[config.mk]
export PLATFORM = sky130hd
export DESIGN_NAME = reg_dump_reader
export DESIGN_NICKNAME = d
export VERILOG_FILES = /design/src/rtl/reg_dump_reader_pkg.sv /design/src/rtl/reg_dump_reader.sv
export SDC_FILE = /design/constraint.sdc
export NUM_CORES = 1
export LEC_CHECK = 0
export BUFFER_PORTS_ARGS = -buffer_cell sky130_fd_sc_hd__buf_4
export CORE_ASPECT_RATIO = 0.9
export CORE_MARGIN = 2
export CORE_UTILIZATION = 51
export CTS_CLUSTER_DIAMETER = 120
export CTS_CLUSTER_SIZE = 12
export DETAILED_ROUTE_END_ITERATION = 12
export PLACE_DENSITY = 0.78
export REMOVE_ABC_BUFFERS = 1
export SLEW_MARGIN = 20
export SYNTH_ARGS = -nofsm -noshare
export SYNTH_HDL_FRONTEND = slang
export SYNTH_SLANG_ARGS = --single-unit
[constraint.sdc]
create_clock -name Clk -period 2.4 [get_ports Clk]
set_input_delay 0.24 -clock Clk [delete_from_list [all_inputs] [get_ports Clk]]
set_output_delay 0.24 -clock Clk [all_outputs]
set_load 0.02 [all_outputs]
[src/rtl/reg_dump_reader_pkg.sv]
// Shared processor package: register-file geometry, dump FSM state encoding
// and the dump word payload used by register-file read clients.
package reg_dump_reader_pkg;

  localparam int unsigned NUM_REGS = 32;
  localparam int unsigned DATA_W   = 64;
  localparam int unsigned IDX_W    = $clog2(NUM_REGS);
  localparam int unsigned PAIR_W   = IDX_W - 1;

  typedef enum logic [2:0] {
    IDLE,
    READ,
    EMIT_A,
    EMIT_B,
    DONE
  } dump_state_e;

  typedef struct packed {
    logic [IDX_W-1:0]  idx;
    logic [DATA_W-1:0] data;
  } dump_word_t;

  // Register index of the even (odd=0) or odd (odd=1) member of pair k.
  function automatic logic [IDX_W-1:0] pair_reg(input logic [PAIR_W-1:0] k, input logic odd);
    return {k, odd};
  endfunction

endpackage

[src/rtl/reg_dump_reader.sv]
// Register-file dump reader: reads registers two at a time through ports A/B,
// snapshots each pair and streams it out one word at a time over valid/ready.
module reg_dump_reader
  import reg_dump_reader_pkg::*;
#(
  parameter int unsigned LAST_REG = 31
) (
  input  logic              Clk,
  input  logic              Reset,
  input  logic              Start,
  input  logic              Abort,
  output logic [IDX_W-1:0]  RA,
  output logic [IDX_W-1:0]  RB,
  input  logic [DATA_W-1:0] BusA,
  input  logic [DATA_W-1:0] BusB,
  output logic [DATA_W-1:0] DumpData,
  output logic [IDX_W-1:0]  DumpIdx,
  output logic              DumpValid,
  input  logic              DumpReady,
  output logic              Busy,
  output logic              Done
);

  localparam logic [PAIR_W-1:0] LAST_PAIR = PAIR_W'(LAST_REG / 2);

  dump_state_e       state_q, state_d;
  logic [PAIR_W-1:0] k_q, k_d;
  logic [DATA_W-1:0] buf_a_q, buf_a_d;
  logic [DATA_W-1:0] buf_b_q, buf_b_d;
  dump_word_t        word_q, word_d;
  logic [IDX_W-1:0]  ra_q, ra_d;
  logic [IDX_W-1:0]  rb_q, rb_d;
  logic              valid_q, valid_d;
  logic              busy_q, busy_d;
  logic              done_q, done_d;

  // Next state plus the registered outputs that go with that next state.
  always_comb begin
    state_d = state_q;
    k_d     = k_q;
    buf_a_d = buf_a_q;
    buf_b_d = buf_b_q;
    ra_d    = '0;
    rb_d    = '0;
    word_d  = '0;
    valid_d = 1'b0;
    busy_d  = 1'b0;
    done_d  = 1'b0;

    case (state_q)
      IDLE: begin
        if (Start) begin
          k_d     = '0;
          state_d = READ;
        end
      end
      READ: begin
        buf_a_d = BusA;
        buf_b_d = BusB;
        state_d = EMIT_A;
      end
      EMIT_A: begin
        if (DumpReady) state_d = EMIT_B;
      end
      EMIT_B: begin
        if (DumpReady) begin
          if (k_q == LAST_PAIR) begin
            state_d = DONE;
          end else begin
            k_d     = k_q + PAIR_W'(1);
            state_d = READ;
          end
        end
      end
      DONE:    state_d = IDLE;
      default: state_d = IDLE;
    endcase

    // Abort wins over everything except reset.
    if (Abort && (state_q != IDLE)) begin
      state_d = IDLE;
      k_d     = '0;
    end

    busy_d = (state_d != IDLE);
    done_d = (state_d == DONE);
    if (state_d inside {READ, EMIT_A, EMIT_B}) begin
      ra_d = pair_reg(k_d, 1'b0);
      rb_d = pair_reg(k_d, 1'b1);
    end
    if (state_d == EMIT_A) begin
      valid_d     = 1'b1;
      word_d.idx  = pair_reg(k_d, 1'b0);
      word_d.data = buf_a_d;
    end else if (state_d == EMIT_B) begin
      valid_d     = 1'b1;
      word_d.idx  = pair_reg(k_d, 1'b1);
      word_d.data = buf_b_d;
    end
  end

  always_ff @(posedge Clk) begin
    if (Reset) begin
      state_q <= IDLE;
      k_q     <= '0;
      buf_a_q <= '0;
      buf_b_q <= '0;
      word_q  <= '0;
      ra_q    <= '0;
      rb_q    <= '0;
      valid_q <= 1'b0;
      busy_q  <= 1'b0;
      done_q  <= 1'b0;
    end else begin
      state_q <= state_d;
      k_q     <= k_d;
      buf_a_q <= buf_a_d;
      buf_b_q <= buf_b_d;
      word_q  <= word_d;
      ra_q    <= ra_d;
      rb_q    <= rb_d;
      valid_q <= valid_d;
      busy_q  <= busy_d;
      done_q  <= done_d;
    end
  end

  assign RA        = ra_q;
  assign RB        = rb_q;
  assign DumpData  = word_q.data;
  assign DumpIdx   = word_q.idx;
  assign DumpValid = valid_q;
  assign Busy      = busy_q;
  assign Done      = done_q;

endmodule

Yosys cells after proc, flatten, opt, wreduce, memory -nomap -nowiden
Index checks and enable logic that the tools add are counted.
{"block": "classes", "add_sub_neg": 1, "eq_ne": 8, "mux": 18, "bitwise": 1, "reduce_logical": 7}
{"operator": "2-to-1 mux 69 bit", "n": 2}
{"operator": "2-to-1 mux 64 bit", "n": 2}
{"operator": "2-to-1 mux 4 bit", "n": 4}
{"operator": "2-to-1 mux 3 bit", "n": 5}
{"operator": "equality test 3 x 2 -> 1 bit (second input constant)", "n": 4}
{"operator": "one-hot mux 3 bit (4 select lines)", "n": 1}
{"operator": "nonzero test 3 bit", "n": 3}
{"operator": "one-hot mux 4 bit (2 select lines)", "n": 1}
{"operator": "equality test 3 x 1 -> 1 bit (second input constant)", "n": 2}
{"operator": "adder 4 x 1 -> 4 bit (second input constant)", "n": 1}
{"operator": "equality test 4 bit (second input constant)", "n": 1}
{"operator": "OR reduction 2 bit", "n": 2}
{"operator": "equality test 3 bit (second input constant)", "n": 1}
{"operator": "zero test 3 bit", "n": 1}
{"operator": "2-to-1 mux 1 bit", "n": 3}
{"operator": "logical AND 1 bit", "n": 1}
{"operator": "inverter 1 bit", "n": 1}
{"block": "totals", "register_bits": 213, "inputBits": 133, "output_inout_bits": 82}

Depth between registers and ports, before layout
{"block": "logic_depth", "word_depth": 9, "ltp_mapped": 7}

Worst setup path before layout
Ideal clock, no wire load.
{"block": "synth_path", "path_kind": "register to register", "from": "register k_q[0]", "to": "register word_q, in the netlist DumpData[10]", "setup_time_ns": 0.117, "arrival_time_ns": 1.573, "required_time_ns": 2.283, "setup_slack_ns": 0.710, "path_stages_with_launch": 8, "path_buffers": 2, "period_less_slack_ns": 1.690, "path_cell_list": "dfxtp_1 -> ha_1 -> a41o_1 -> a2bb2oi_4 -> and2b_1 -> buf_6 -> buf_6 -> a22o_1"}
{"block": "synth_via", "elab_chain_cells": 8, "elab_cells_between_ends": 9, "cone_classes": "eq/ne (3); mux (6)"}
{"element": "start, declared", "line_no": "reg_dump_reader.sv:27", "text": "logic [PAIR_W-1:0] k_q, k_d;"}
{"element": "start signal, assigned", "line_no": "reg_dump_reader.sv:116", "text": "k_q <= k_d;"}
{"element": "equality test 4 bit *", "line_no": "reg_dump_reader.sv:67", "text": "if (k_q == LAST_PAIR) begin"}
{"element": "2-to-1 mux 3 bit *", "line_no": "reg_dump_reader.sv:67"}
{"element": "2-to-1 mux 3 bit *", "line_no": "reg_dump_reader.sv:66", "text": "if (DumpReady) begin"}
{"element": "one-hot mux 3 bit (4 select lines) *", "line_no": "reg_dump_reader.sv:50", "text": "case (state_q)"}
{"element": "2-to-1 mux 3 bit *", "line_no": "reg_dump_reader.sv:80", "text": "if (Abort && (state_q != IDLE)) begin"}
{"element": "equality test 3 x 2 -> 1 bit", "line_no": "reg_dump_reader.sv:95", "text": "end else if (state_d == EMIT_B) begin"}
{"element": "2-to-1 mux 69 bit", "line_no": "reg_dump_reader.sv:95"}
{"element": "2-to-1 mux 69 bit *", "line_no": "reg_dump_reader.sv:91", "text": "if (state_d == EMIT_A) begin"}
{"element": "end signal, assigned", "line_no": "reg_dump_reader.sv:119", "text": "word_q <= word_d;"}
{"element": "end, declared", "line_no": "reg_dump_reader.sv:30", "text": "dump_word_t word_q, word_d;"}
Mark *: on every way between the ends. The rest lies on a longest branch, timed or not.
A chain may end at the register's enable or synchronous reset.

Final worst setup path
{"block": "layout_path", "from": "register k_q[0]", "to": "register word_q, in the netlist DumpData[30]"}
The elaborated chain is that of the path after synthesis.

==> reports/metrics.cfg <==
[timing]
slew_violations = 0
period_needed_ps = 2120
finalSetupViolations = 0
rsz0062_at_grt = no
fin_hold_ws_ps = 35.9
setup_ws_ps = 277
hold_violations = 0
fin_tns_setup_ps = 0
slew_headroom_pct = 52.8
post-route-period-util_pct = 88.4
fmax_ghz = 0.471
clock-skew-final_ps = 5.42
tightest_slew_ps = 707

[placed_design]
place_area_um2 = 8800
globalplace.congestion = 0.778
dp.cells = 1143
portBuffers = 213
dp_slack_ps = 286
dp_hpwl_um = 10800

[finish]
num_antenna_cells = 0
finalNetCount = 1107
areaGrowthSynthToFinish_pct = 27.5
fin_util_pct = 66.6
drive_above_1_share_pct = 25.9
final_common_cell = nand2_1
layout_common_cells = 258 x nand2_1, 218 x buf_4, 212 x dfxtp_1
finalNonFillerCells = 1165
design_area_um2 = 9360

[worst_setup_path]
cp_top_family = compound AO/OA/AOI/OAI gates
end_kind = flip-flop
start_kind = flip-flop
crit_buf_inv = 1
critPathSlowestCell = nor2_4
crit_chain = ha_1, a41o_1, a2bb2oi_4, nor2_4, buf_12, a22o_1
reg2reg_depth = 6
critPathKind = flip-flop to flip-flop
crit_arrival_ps = 2530
cp_max_fo = 43
required_ps = 2810
crit_cells = 6
worst_path_largest_cell_delay_ps = 480

[yosys]
ys_ff_latch = 212
synth_top_area_share_pct = 57.8
yosys.area.top_type = dfxtp_1
synth.distinct_cells = 39
synthCells = 793
postSynthAreaPerCell_um2 = 9.26
netlist_area_um2 = 7340
ys_seq_area_share_pct = 57.8
yosys-top-cells-area = dfxtp_1 58%, nand2_1 13%, a21oi_1 8.7%
yosysWarnings = 0

[global_routing]
grt.met1_usage_pct = 29.1
grtUsageTotal_pct = 21.5
grt_pass1_wl_um = 27000
globalRouteMet2Util_pct = 34.6
met3_usage_pct = 4.41
grt.busiest_layer = met2
antenna_found_initial = 0
grt_max_degree = 129
gr-total-overflow = 0
grt_pass1_vias = 5557

[route]
drt_iter0_drc = 363
vias = 5907
post_drt_wl_per_cell_um = 14.8
drcViolationCount = 0
vias_per_cell = 5.07
drtPass1Iterations = 4
wl_um = 17200
antenna_left = 0

[clock_tree]
clk_pin_slew_worst_paths_ps = 60
clockRootBuffer = clkbuf_16
clock_path_buffers = 3
cts_buffers = 21
worst_skew_pair.late_latency_ps = 470
cts_sinks = 212
cts.htree.levels = 1
cts_tree = yes
holdBufCountCts = 0
cts_resized = 0
post_cts_buffers = 0

[floorplanning]
die_area_um2 = 15400
rows = 41
start_util_pct = 52.2
core_um2 = 14100
die_h_um = 118
die_x_um = 130
ios = 215

[power_and_ir_drop]
ir_drop_v = 0.000452
totalPowerFinal_mw = 7.18
cellPowerDensity_nw_per_um2 = 767
power_leakage_nw = 3.89

[worst_hold_path]
min_path_type = input pin to flip-flop
holdPathStages = 3

[status]
outcome = finished, final reports clean

[run]
drv_cap = 0

state kept, by name, indices dropped and copies added (netlist names):
register	cells
state_q	3
DumpData	64
k_q	4
Busy	1
Done	1
RB	5
DumpIdx	5
buf_b_q	64
DumpValid	1
buf_a_q	64
logic make-up after synthesis:
group,share of synthesized area [%]
AOI/OAI and AO/OA,18.4
xor gates and xnor gates,0.119
adders and majority gates,0.170
buffers and inverters,7.33
DFF,57.8
muxes,0.153
other,0.0511
and+or+nand+nor,16.0
where the power goes:
part           internal (mW)  total [mW]  switching, mW
Sequential              3.66        3.69         0.0391
Clock                   1.65        2.82           1.18
Combinational          0.284       0.657          0.373
per-layer routing:
metal | share of wire [%] | vias up
li1 | - | 2984
met1 | 44 | 2712
met2 | 46 | 182
met3 | 7.2 | 29
met4 | 2.2 | 0
met5 | 0 | -
cell type report:
class / instances / area [um^2]
clock buffer: 21 / 526
clock inverter: 1 / 30.0
fill: 1195 / 4700
inverter: 9 / 33.8
multi-input combinational: 507 / 2570
sequential: 212 / 4240
tap: 193 / 241
timing repair buffer: 222 / 1720
worst paths after layout:
path	start	to	slack, ps
worst min-delay path	BusA[58]	buf_a_q[58]	40
worst max-delay path	k_q[0]	DumpData[30]	280
worst max register to register	k_q[0]	DumpData[30]	280
worst min register to register	buf_a_q[21]	buf_a_q[21]	460
tightest hold or removal path, delay by kind of cell:
family                 cells  cell delay [ps]
AO/OA/AOI/OAI              1               60
AND/OR/NAND/NOR            1               40
buffers and inverters      1              110
synth_stat cells (all sizes together):
cell type	number
nand2	258
nand3	2
o21ai	4
ha	1
and2	1
xnor2	1
or3b	1
o211ai	1
and3	2
o2111ai	1
a21boi	1
buf	52
o32ai	2
a22o	64
mux2	1
conb	1
clkbuf	13
nor2	19
a41o	1
a2bb2oi	1
nand2b	2
inv	9
dfxtp	212
or3	1
a211oi	4
nand4	2
and2b	1
nor3b	1
o31a	1
o211a	1
and4b	1
nor3	1
or4	1
a21oi	128
nor4b	1
Note: power is estimated with default switching activity, not from simulation.
